**src/rtl/boot_stream_sequencer.sv**
```systemverilog
// Host boot-word to byte-stream sequencer with size-bounded unpacking.
// Optional BOOTSEQ_SYNC_EN: drop bytes ahead of the first 0x4E marker.
module boot_stream_sequencer #(
  parameter int BYTE_ORDER_MSB = 1
) (
  input  logic        clk,
  input  logic        reset,
  input  logic [31:0] host_bootdata,
  input  logic        host_bootdata_req,
  output logic        host_bootdata_ack,
  input  logic [31:0] rom_size,
  output logic [7:0]  out_data,
  output logic        out_valid,
  input  logic        out_ready,
  output logic [31:0] bytes_loaded,
  output logic        done
);

  localparam logic [2:0] S_WAIT_REQ = 3'd0;
  localparam logic [2:0] S_ACK      = 3'd1;
  localparam logic [2:0] S_WAIT_REL = 3'd2;
  localparam logic [2:0] S_UNPACK   = 3'd3;
  localparam logic [2:0] S_DONE     = 3'd4;

  logic [2:0]  state_q, state_d;
  logic [31:0] word_q, word_d;
  logic        captured_q, captured_d;
  logic [1:0]  idx_q, idx_d;
  logic [31:0] size_q, size_d;
  logic        size_vld_q, size_vld_d;
  logic [31:0] bytes_q, bytes_d;
  logic        done_q, done_d;
  logic        out_valid_q, out_valid_d;
  logic [7:0]  out_data_q, out_data_d;
  logic        synced;
  logic        synced_set;

  logic [31:0] eff_size;
  logic [1:0]  lane;
  logic [31:0] shifted;
  logic [7:0]  cur_byte;
  logic        emit_ok;

`ifdef BOOTSEQ_SYNC_EN
  logic synced_q, synced_d;
  always_ff @(posedge clk) begin
    if (reset) synced_q <= 1'b0;
    else       synced_q <= synced_d;
  end
  always_comb begin
    synced_d = synced_q | synced_set;
  end
  assign synced = synced_q;
`else
  assign synced = 1'b1;
`endif

  always_comb begin
    // Until the first word arrives, the live rom_size is the bound.
    eff_size = size_vld_q ? size_q : rom_size;
    lane     = (BYTE_ORDER_MSB != 0) ? ~idx_q : idx_q;
    shifted  = word_q >> {lane, 3'b000};
    cur_byte = shifted[7:0];
    emit_ok  = synced | (cur_byte == 8'h4E);
  end

  always_comb begin
    state_d     = state_q;
    word_d      = word_q;
    captured_d  = captured_q;
    idx_d       = idx_q;
    size_d      = size_q;
    size_vld_d  = size_vld_q;
    bytes_d     = bytes_q;
    out_valid_d = out_valid_q;
    out_data_d  = out_data_q;
    synced_set  = 1'b0;
    done_d      = done_q | (size_vld_q & (bytes_q >= size_q));

    unique case (state_q)
      S_WAIT_REQ: begin
        if (host_bootdata_req) begin
          state_d = S_ACK;
          if (!size_vld_q) begin
            size_vld_d = 1'b1;
            size_d     = rom_size;
          end
          if (bytes_q < eff_size) begin
            word_d     = host_bootdata;
            captured_d = 1'b1;
            idx_d      = 2'd0;
          end else begin
            captured_d = 1'b0;
          end
        end
      end
      S_ACK: begin
        state_d = S_WAIT_REL;
      end
      S_WAIT_REL: begin
        if (!host_bootdata_req) begin
          if (captured_q)  state_d = S_UNPACK;
          else if (done_q) state_d = S_DONE;
          else             state_d = S_WAIT_REQ;
        end
      end
      S_UNPACK: begin
        if (out_valid_q) begin
          if (out_ready) begin
            out_valid_d = 1'b0;
            bytes_d     = bytes_q + 32'd1;
            idx_d       = idx_q + 2'd1;
            if (idx_q == 2'd3) begin
              state_d    = S_WAIT_REQ;
              captured_d = 1'b0;
            end
          end
        end else if (bytes_q >= size_q) begin
          state_d    = S_WAIT_REQ;
          captured_d = 1'b0;
        end else if (emit_ok) begin
          out_valid_d = 1'b1;
          out_data_d  = cur_byte;
          synced_set  = 1'b1;
        end else begin
          // Pre-sync byte: counted, never offered.
          bytes_d = bytes_q + 32'd1;
          idx_d   = idx_q + 2'd1;
          if (idx_q == 2'd3) begin
            state_d    = S_WAIT_REQ;
            captured_d = 1'b0;
          end
        end
      end
      S_DONE: begin
        if (host_bootdata_req) begin
          state_d    = S_ACK;
          captured_d = 1'b0;
        end
      end
      default: begin
        state_d = S_WAIT_REQ;
      end
    endcase
  end

  always_ff @(posedge clk) begin
    if (reset) begin
      state_q     <= S_WAIT_REQ;
      word_q      <= 32'd0;
      captured_q  <= 1'b0;
      idx_q       <= 2'd0;
      size_q      <= 32'd0;
      size_vld_q  <= 1'b0;
      bytes_q     <= 32'd0;
      done_q      <= 1'b0;
      out_valid_q <= 1'b0;
      out_data_q  <= 8'd0;
    end else begin
      state_q     <= state_d;
      word_q      <= word_d;
      captured_q  <= captured_d;
      idx_q       <= idx_d;
      size_q      <= size_d;
      size_vld_q  <= size_vld_d;
      bytes_q     <= bytes_d;
      done_q      <= done_d;
      out_valid_q <= out_valid_d;
      out_data_q  <= out_data_d;
    end
  end

  assign host_bootdata_ack = (state_q == S_ACK);
  assign out_valid         = out_valid_q;
  assign out_data          = out_data_q;
  assign bytes_loaded      = bytes_q;
  assign done              = done_q;

endmodule

```
**config.mk**
```make
export PLATFORM = sky130hd
export DESIGN_NAME = boot_stream_sequencer
export DESIGN_NICKNAME = d
export VERILOG_FILES = /design/src/rtl/boot_stream_sequencer.sv
export SDC_FILE = /design/constraint.sdc
export NUM_CORES = 1
export LEC_CHECK = 0
export BUFFER_PORTS_ARGS = -buffer_cell sky130_fd_sc_hd__buf_4
export CORE_ASPECT_RATIO = 0.7
export CORE_MARGIN = 4
export CORE_UTILIZATION = 58
export CTS_BUF_LIST = sky130_fd_sc_hd__clkbuf_8
export CTS_CLUSTER_DIAMETER = 120
export DETAILED_ROUTE_END_ITERATION = 6
export MAX_ROUTING_LAYER = met4
export PLACE_DENSITY_LB_ADDON = 0.2
export SLEW_MARGIN = 0
export SYNTH_ARGS = -nofsm -noshare
export SYNTH_HDL_FRONTEND = slang
export SYNTH_SLANG_ARGS = --single-unit
```
**constraint.sdc**
```tcl
create_clock -name clk -period 3.9 [get_ports clk]
set_clock_uncertainty 0.2 [all_clocks]
set_input_delay 0.195 -clock clk [delete_from_list [all_inputs] [get_ports clk]]
set_output_delay 0.195 -clock clk [all_outputs]
set_load 0.05 [all_outputs]
```
==> results of run 1 <==
==> report_power, final <==
part           total, W  internal (W)  switching (W)  leakage (nW)
Sequential      0.00134       0.00126      0.0000862         0.926
Combinational  0.000701      0.000312       0.000389          2.45
Clock           0.00112      0.000628       0.000490         0.216
==> worst paths after layout <==
kind / startpoint / to / slack (ps)
min: rom_size[30] / size_q[30]$_SDFFE_PP0P_ / 10
max: size_vld_q$_SDFFE_PP0P_ / idx_q[1]$_SDFFE_PP0P_ / 360
min reg2reg: word_q[27]$_SDFFE_PP0P_ / word_q[27]$_SDFFE_PP0P_ / 260
max reg2reg: size_vld_q$_SDFFE_PP0P_ / idx_q[1]$_SDFFE_PP0P_ / 360
==> cells in the mapped netlist (4+ instances only) <==
master / number
nor2_1: 66
nor3_1: 6
nand3_1: 12
buf_4: 4
ha_1: 65
buf_1: 7
mux2i_1: 41
mux4_2: 8
dfxtp_1: 113
nand2b_1: 4
inv_1: 42
buf_2: 6
nand2_1: 114
nand4_1: 12
xnor2_1: 7
and4_1: 8
o21ai_0: 24
or3_1: 11
clkbuf_1: 17
a211oi_1: 32
xor2_1: 14
and3_1: 7
a21oi_1: 70
==> cells by family after synthesis <==
logic type | after synthesis | share of synthesized area [%]
DFF | 113 | 35.7
adders and majority gates | 65 | 12.8
and+or+nand+nor | 257 | 19.1
buffers and inverters | 79 | 5.27
muxes | 49 | 9.31
xor gates and xnor gates | 21 | 2.90
AOI/OAI and AO/OA | 154 | 14.9
==> area by class of cell <==
type | instances | share of cell area [%]
Antenna cell | 1 | 0.0301
Clock buffer | 21 | 3.48
Clock inverter | 11 | 1.34
Inverter | 43 | 1.94
Multi-Input combinational cell | 546 | 45.4
Sequential cell | 113 | 27.3
Tap cell | 148 | 2.23
Timing Repair Buffer | 180 | 18.4
==> layout by cell type, fill, tap and decap left out, types with 7 or more instances in the layout <==
master         synthesis  final
buf_4                  4    115
nand2_1              114    114
dfxtp_1              113    112
a21oi_1               70     70
nor2_1                66     66
ha_1                  65     65
dlygate4sd3_1          0     64
inv_1                 42     43
mux2i_1               41     41
a211oi_1              32     32
o21ai_0               24     24
clkbuf_8               0     21
xor2_1                14     14
nand4_1               12     12
nand3_1               12     12
or3_1                 11     11
and4_1                 8      8
mux4_2                 8      8
and3_1                 7      7
xnor2_1                7      7
==> state kept, by name (all words and copies together) (netlist names) <==
| name | flops |
|---|---|
| bytes_loaded | 32 |
| captured_q | 1 |
| done | 1 |
| idx_q | 2 |
| out_data | 8 |
| out_valid | 1 |
| size_q | 32 |
| size_vld_q | 1 |
| state_q | 3 |
| word_q | 32 |
==> per-layer routing <==
| metal | GRT usage [%] | share of wire [%] | vias up |
|---|---|---|---|
| met5 | - | 0 | - |
| met4 | 11.1 | 2.8 | 0 |
| met3 | 7.23 | 6.8 | 54 |
| met2 | 47.4 | 47 | 267 |
| met1 | 36.4 | 43 | 2863 |
| li1 | - | - | 2937 |
==> worst max-delay path: cells and delay by family (launching register included) <==
kind	cells	cell delay (ps)
flops	1	700
buf+inv	2	510
mux	1	290
compound gates	3	970
fa+ha+maj	1	180
simple gates	3	530
==> stage by stage <==
stage / cells / area [um2] / util [%] / hold slack, ps / worst slack, ps
floorplan: 738 / 6340 / - / 73.7 / 631
global placement: 966 / 7260 / 69.1 / 197 / 563
detailed placement: 966 / 7260 / 69.1 / 207 / 441
CTS: 1061 / 8290 / 78.9 / 6.80 / 443
global route: 1063 / 8300 / 79.0 / 9.75 / 161
finish: 1063 / 8300 / 79.0 / 13.8 / 361
==> repair_timing <==
action,4_1_cts,5_1_grt
endpoints found under the hold margin,65,1
gates resized for setup,0,0
hold buffers,63,1
==> metrics, run 1 <==
height of the chip 95.5 um; Max-slew headroom 54.9%; die area 12700 um2; PD cells 381 nW/um2; FF+latch area 2260 um2; WL per Instance 16.9 um; clk sinks 113; total track usage 29.5%; Hold Fails Final Rpt 0; top_reg_cell synth dfxtp_1; Least-Margin Pin Slew 677 ps; Synth Instances 738; slowest cell on the critical path dfxtp_2; Synth area leaders dfxtp_1 (36%), ha_1 (13%), nand2_1 (6.7%); Setup-failing EPs final 0; # H-tree levels 4; Via density 5.76; Worst Setup End Kind register; Synth Cell Area 6340 um2; antenna-violating nets left 0; die width 133 um; unique cell type count in the Yosys netlist 53; Mapped Avg Cell Area 8.60 um2; RSZ-0062 raised after global routing no; I/O Buffers 110; post-synthesis sequential area ratio 35.7%; CP Launch Type register; Top cell by count, worst path nand2_1; Post-DP HPWL 11700 um; fill count 689; CTS buffer count 17; core footprint 10500 um2; number of antenna violations at the first check in global routing 1; top-area cell type share of the netlist area 35.7%; crit-path cells buf_12, mux2i_1, ha_1, nand2_1, nor4_1, nand2_1, o2111a_1, a211o_1, buf_4, o41ai_1; area used by multi-input combinational logic 3770 um2; vias in the first global route 6015; Clock Pin Slew Worst Setup and Hold Paths 70 ps; CP max FO 35; Max-Cap Viols 0; Post-synth EDFFs 0; CTS tree built; overall power 0.00316 W; fin crit period 3540 ps; largest net degree at the start of global routing 64; VDD IR max 258 uV; Ys Warns 0; Top Ports 111; WL final 17900 um; CTS Buffer Depth 2; layout cell share with drive strength beyond 1 18.3%; P&R area growth vs syn 30.9%; Static Leak 3.59 nW; via count 6121; Critical Path RT 4010 ps; reg2reg path depth 10; max-slew violations 0; final worst path period share 90.7%; Net count, final 1034; post-synth top area cell dfxtp_1; fmax 0.283 GHz; slowest stage delay, CP 700 ps; clk_lat worst skew 440 ps; GPL Wtd Cong 0.895; 1st-iter DRT viols 420; Yosys reg bits 113; Initial Util 60.3%; DRC viols 0; share of synthesized registers carrying an async set or reset 0%; Worst Hold Depth 3; clk root buf clkbuf_8; CP Class reg2reg; first-pass GRT wire length 29000 um; Setup Fix Bufs, Post-CTS 0; Final TNS setup 0 ps; outcome finished clean; worst hold path type in2reg; Synth Net Count 871; GRT overflow 0; DRT Pass-1 Iters 5; FP Rows 31; Critical Path AT 3650 ps
Power figures use the tool's default switching activity.
==> inputs of run 2 (changes only) <==
- CELL_PAD_IN_SITES_DETAIL_PLACEMENT: default -> 1
- CELL_PAD_IN_SITES_GLOBAL_PLACEMENT: default -> 1
- CORE_MARGIN: 4 -> 1.5
- CORE_UTILIZATION: 58 -> 44
==> run 2 against run 1 <==
Total power rose by 4.3%. Critical endpoint is now word_q[8]$_SDFFE_PP0P_. Final cell count rose by 4.5%. Via count rose by 1.7%. Sequential power barely moved. Non-clock buffer count rose by 6. Largest power group unchanged.
==> metrics, run 2 (synthesis results as in run 1) <==
outcome finished clean; DRT Pass-1 Iters 4; FP Rows 36; Final TNS setup 0 ps; antenna-violating nets left 0; max-slew violations 0; Via density 5.60; clk sinks 113; WL per Instance 19.4 um; vias in the first global route 6429; Clock Pin Slew Worst Setup and Hold Paths 80 ps; GPL Wtd Cong 0.797; Critical Path RT 4080 ps; I/O Buffers 110; post_cts resized 0; CTS Buffer Depth 2; via count 6223; post-route insts no fill 1111; most common cell after layout, fill and taps aside buf_4; CTS tree built; Static Leak 3.62 nW; die width 147 um; overall power 0.00330 W; P&R area growth vs syn 33.0%; Max-slew headroom 51.1%; die area 15200 um2; Top Ports 111; worst reg2reg endpoint word_q[8]$_SDFFE_PP0P_; most frequent cells in the layout buf_4 (116), nand2_1 (114), dfxtp_1 (112); WL final 21600 um; Setup-failing EPs final 0; total track usage 29.9%; CP max FO 21; Net count, final 1040; Placed Cells 1010; PD cells 391 nW/um2; worst r2r src size_vld_q$_SDFFE_PP0P_; Max-Cap Viols 0; CP Launch Type register; number of antenna violations at the first check in global routing 1; layout cell share with drive strength beyond 1 18.4%; Worst Hold Depth 2; GRT overflow 0; Hold EP out_data[6]$_SDFFE_PP0P_; largest net degree at the start of global routing 67; Worst Setup End Kind register; VDD IR max 287 uV; RSZ-0062 raised after global routing no; CTS buffer count 17; height of the chip 103 um; fmax 0.275 GHz; reg2reg path depth 10; Post-DP HPWL 13700 um; fin crit period 3640 ps; Setup Fix Bufs, Post-CTS 0; worst hold path type reg2reg; clk root buf clkbuf_8; final worst path period share 93.3%; # H-tree levels 4; 1st-iter DRT viols 341; Initial Util 45.3%; reg-to-reg setup timing slack 260 ps; Critical Path AT 3820 ps; core footprint 14000 um2; Hold Startpoint out_data[6]$_SDFFE_PP0P_; first-pass GRT wire length 33700 um; clk_lat worst skew 470 ps; CP Class reg2reg; DRC viols 0; Least-Margin Pin Slew 734 ps; Hold Fails Final Rpt 0
-- run 2: through the flow --
stage	util [%]	setup WS (ps)	hold WS (ps)	cell area, um2
global route	60.2	40.2	277	8440
CTS	60.2	329	253	8430
global placement	52.4	546	197	7340
finish	60.2	262	262	8440
detailed placement	52.4	364	202	7340
floorplan	-	631	73.7	6340
-- run 2: how the worst max path moves through the flow --
stage | endpoint | from
2_1_floorplan | captured_q$_SDFFE_PP0P_ | size_vld_q$_SDFFE_PP0P_
3_3_place_gp | captured_q$_SDFFE_PP0P_ | size_vld_q$_SDFFE_PP0P_
3_5_place_dp | word_q[0]$_SDFFE_PP0P_ | size_vld_q$_SDFFE_PP0P_
4_1_cts | word_q[21]$_SDFFE_PP0P_ | size_vld_q$_SDFFE_PP0P_
5_1_grt | word_q[15]$_SDFFE_PP0P_ | size_vld_q$_SDFFE_PP0P_
6_report | word_q[8]$_SDFFE_PP0P_ | size_vld_q$_SDFFE_PP0P_
-- run 2: layout make-up --
cell class / instances / area [um2]
flip-flops and latches: 113 / 2260
well taps: 190 / 238
diodes: 1 / 2.50
multi-input cells: 546 / 3770
inverters: 43 / 161
fillers: 1655 / 5570
clock inverters: 12 / 139
repair buffers: 186 / 1590
clock buffers: 20 / 275
-- run 2: per-layer routing --
layer	vias up	track usage (%)	wire [um]
li1	2945	-	-
met1	3074	36.0	9660
met2	158	49.7	10500
met3	46	5.79	829
met4	0	13.0	549
met5	-	-	0
-- run 2: critical path: stages (launching register included) --
cell and delay (ps):
dfxtp_2 730, mux2i_1 360, ha_1 310, a211o_1 320
o211ai_1 110, o2111a_1 340, o2111a_1 290, a211o_1 430
buf_12 220, nand2_1 70, a21oi_1 180
-- run 2: where the power goes --
group          total (W)  leakage (nW)  internal (W)  switching, W
Combinational   0.000748          2.48      0.000327      0.000421
Clock            0.00120         0.215      0.000673      0.000526
Sequential       0.00135         0.926       0.00126     0.0000952
Total            0.00330          3.62       0.00226       0.00104
-- run 2: what timing repair did --
item,CTS,global route
setup endpoints to repair,0,0
hold endpoints to repair,87,0
hold buffers,68,0
==> inputs of run 3 (changes only) <==
- ABC_CLOCK_PERIOD_IN_PS: default -> 3900
- MAX_ROUTING_LAYER: met4 -> default
- SLEW_MARGIN: 0 -> 15
==> run 3 against run 2 <==
Non-clock buffer count stayed put. Setup slack improved by 8.3 ps. Register-to-register slack about the same. Fmax is 0.23% higher. Count of clock-buffer cells in the layout is the same. Total power about the same. Worst hold slack got worse by 0.78 ps. Combinational power about the same. Wire length down 0.12%. Design area unchanged. Flip-flop and latch count is the same. Clock power hardly changed.
==> metrics, run 3 (synthesis results as in run 1) <==
clk sinks 113; Initial Util 45.3%; Worst Hold Depth 2; Top Ports 111; fin crit period 3630 ps; antenna-violating nets left 0; CTS buffer count 17; layout cell share with drive strength beyond 1 18.4%; sequential share of power 41.0%; post_cts resized 0; height of the chip 103 um; slowest cell on the critical path dfxtp_2; DRC viols 0; total track usage 29.0%; number of antenna violations at the first check in global routing 1; die area 15200 um2; WL per Instance 19.4 um; Placed Cells 1010; Critical Path AT 3810 ps; Via density 5.62; VDD IR max 285 uV; Least-Margin Pin Slew 732 ps; switching pwr 0.00104 W; reg-to-reg setup timing slack 270 ps; max-slew violations 0; Critical Path RT 4080 ps; via count 6242; Cell Int Power 0.00226 W; CP Class reg2reg; first-pass GRT wire length 33700 um; clk_lat worst skew 470 ps; Setup-failing EPs final 0; crit path from size_vld_q$_SDFFE_PP0P_; CP Launch Type register; slowest stage delay, CP 730 ps; worst hold path type reg2reg; Hold Startpoint word_q[7]$_SDFFE_PP0P_; worst reg2reg endpoint word_q[8]$_SDFFE_PP0P_; FP Rows 36; DRT Pass-1 Iters 5; crit-path cells mux2i_1, ha_1, a211o_1, o211ai_1, o2111a_1, o2111a_1, a211o_1, buf_12, nand2_1, a21oi_1; 1st-iter DRT viols 380; reg2reg path depth 10; CTS Buffer Depth 2; post-route insts no fill 1111; Net Sw Frac 31.7%; P&R area growth vs syn 33.0%; Hold EP word_q[7]$_SDFFE_PP0P_; I/O Buffers 110; GRT overflow 0; Final TNS setup 0 ps; Static Leak 3.62 nW; Post-DP HPWL 13700 um; Clock Pin Slew Worst Setup and Hold Paths 80 ps; Max-slew headroom 51.2%; most common cell after layout, fill and taps aside buf_4; die width 147 um; outcome finished clean; most frequent cells in the layout buf_4 (116), nand2_1 (114), dfxtp_1 (112); CTS tree built; Net count, final 1040; GPL Wtd Cong 0.786; Hold WS 261 ps; clk root buf clkbuf_8; final worst path period share 93.1%; core footprint 14000 um2; PD cells 391 nW/um2; WL final 21500 um; Gate power share 22.6%; fill count 1655; fmax 0.276 GHz; Setup Fix Bufs, Post-CTS 0; Worst Setup End Kind register; RSZ-0062 raised after global routing no; # H-tree levels 4; vias in the first global route 6441; worst r2r src size_vld_q$_SDFFE_PP0P_; clock power share 36.4%; Max-Cap Viols 0; CP max FO 21; Hold Fails Final Rpt 0; largest net degree at the start of global routing 67; overall power 0.00330 W
[run 3: worst max-delay path by stage]
| stage | endpoint | cells after the start |
|---|---|---|
| 2_1_floorplan | captured_q$_SDFFE_PP0P_ | 11 |
| 3_3_place_gp | captured_q$_SDFFE_PP0P_ | 8 |
| 3_5_place_dp | word_q[0]$_SDFFE_PP0P_ | 11 |
| 4_1_cts | word_q[21]$_SDFFE_PP0P_ | 11 |
| 5_1_grt | word_q[15]$_SDFFE_PP0P_ | 10 |
| 6_report | word_q[8]$_SDFFE_PP0P_ | 10 |
[run 3: through the flow]
step                      utilization (%)  setup WS [ps]  instance area (um2)
after floorplan                         -            631                 6340
after global placement               52.4            546                 7340
after detailed placement             52.4            364                 7340
after CTS                            60.2            329                 8430
after global routing                 60.2           43.5                 8440
final                                60.2            270                 8440
[run 3: repair_timing]
| item | 4_1_cts | 5_1_grt |
|---|---|---|
| setup endpoints to repair | 0 | 0 |
| hold buffers | 68 | 0 |
| endpoints found under the hold margin | 87 | 0 |
[run 3: power by group through the flow]
stage | clock (W) | sequential (W) | combinational, W
global route | 0.00128 | 0.00136 | 0.000818
detailed placement | 0 | 0.00137 | 0.000658
floorplan | 0 | 0.00134 | 0.000464
CTS | 0.00121 | 0.00134 | 0.000721
finish | 0.00120 | 0.00135 | 0.000748
global placement | 0 | 0.00136 | 0.000619
[run 3: worst max-delay path: cells and delay by family (launching register included)]
kind                       cells  cell delay [ps]
buffers and inverters          1              220
muxes                          1              350
AOI/OAI and AO/OA              6             1660
DFF                            1              730
adders and majority gates      1              310
and+or+nand+nor                1               70
[run 3: cell type report]
type	instances	area (um2)	area share, %
tap	190	238	2.82
inverter	43	161	1.91
timing repair buffer	186	1590	18.9
antenna	1	2.50	0.0297
sequential	113	2260	26.8
clock buffer	20	275	3.26
multi-input combinational	546	3770	44.6
clock inverter	12	139	1.65
[run 3: metal layers]
| metal | wire length, um | up-vias | track usage, % |
|---|---|---|---|
| met3 | 823 | 48 | 5.96 |
| met1 | 9640 | 3092 | 35.8 |
| li1 | - | 2944 | - |
| met2 | 10500 | 158 | 49.9 |
| met4 | 609 | 0 | 13.0 |
| met5 | 0 | - | 0 |
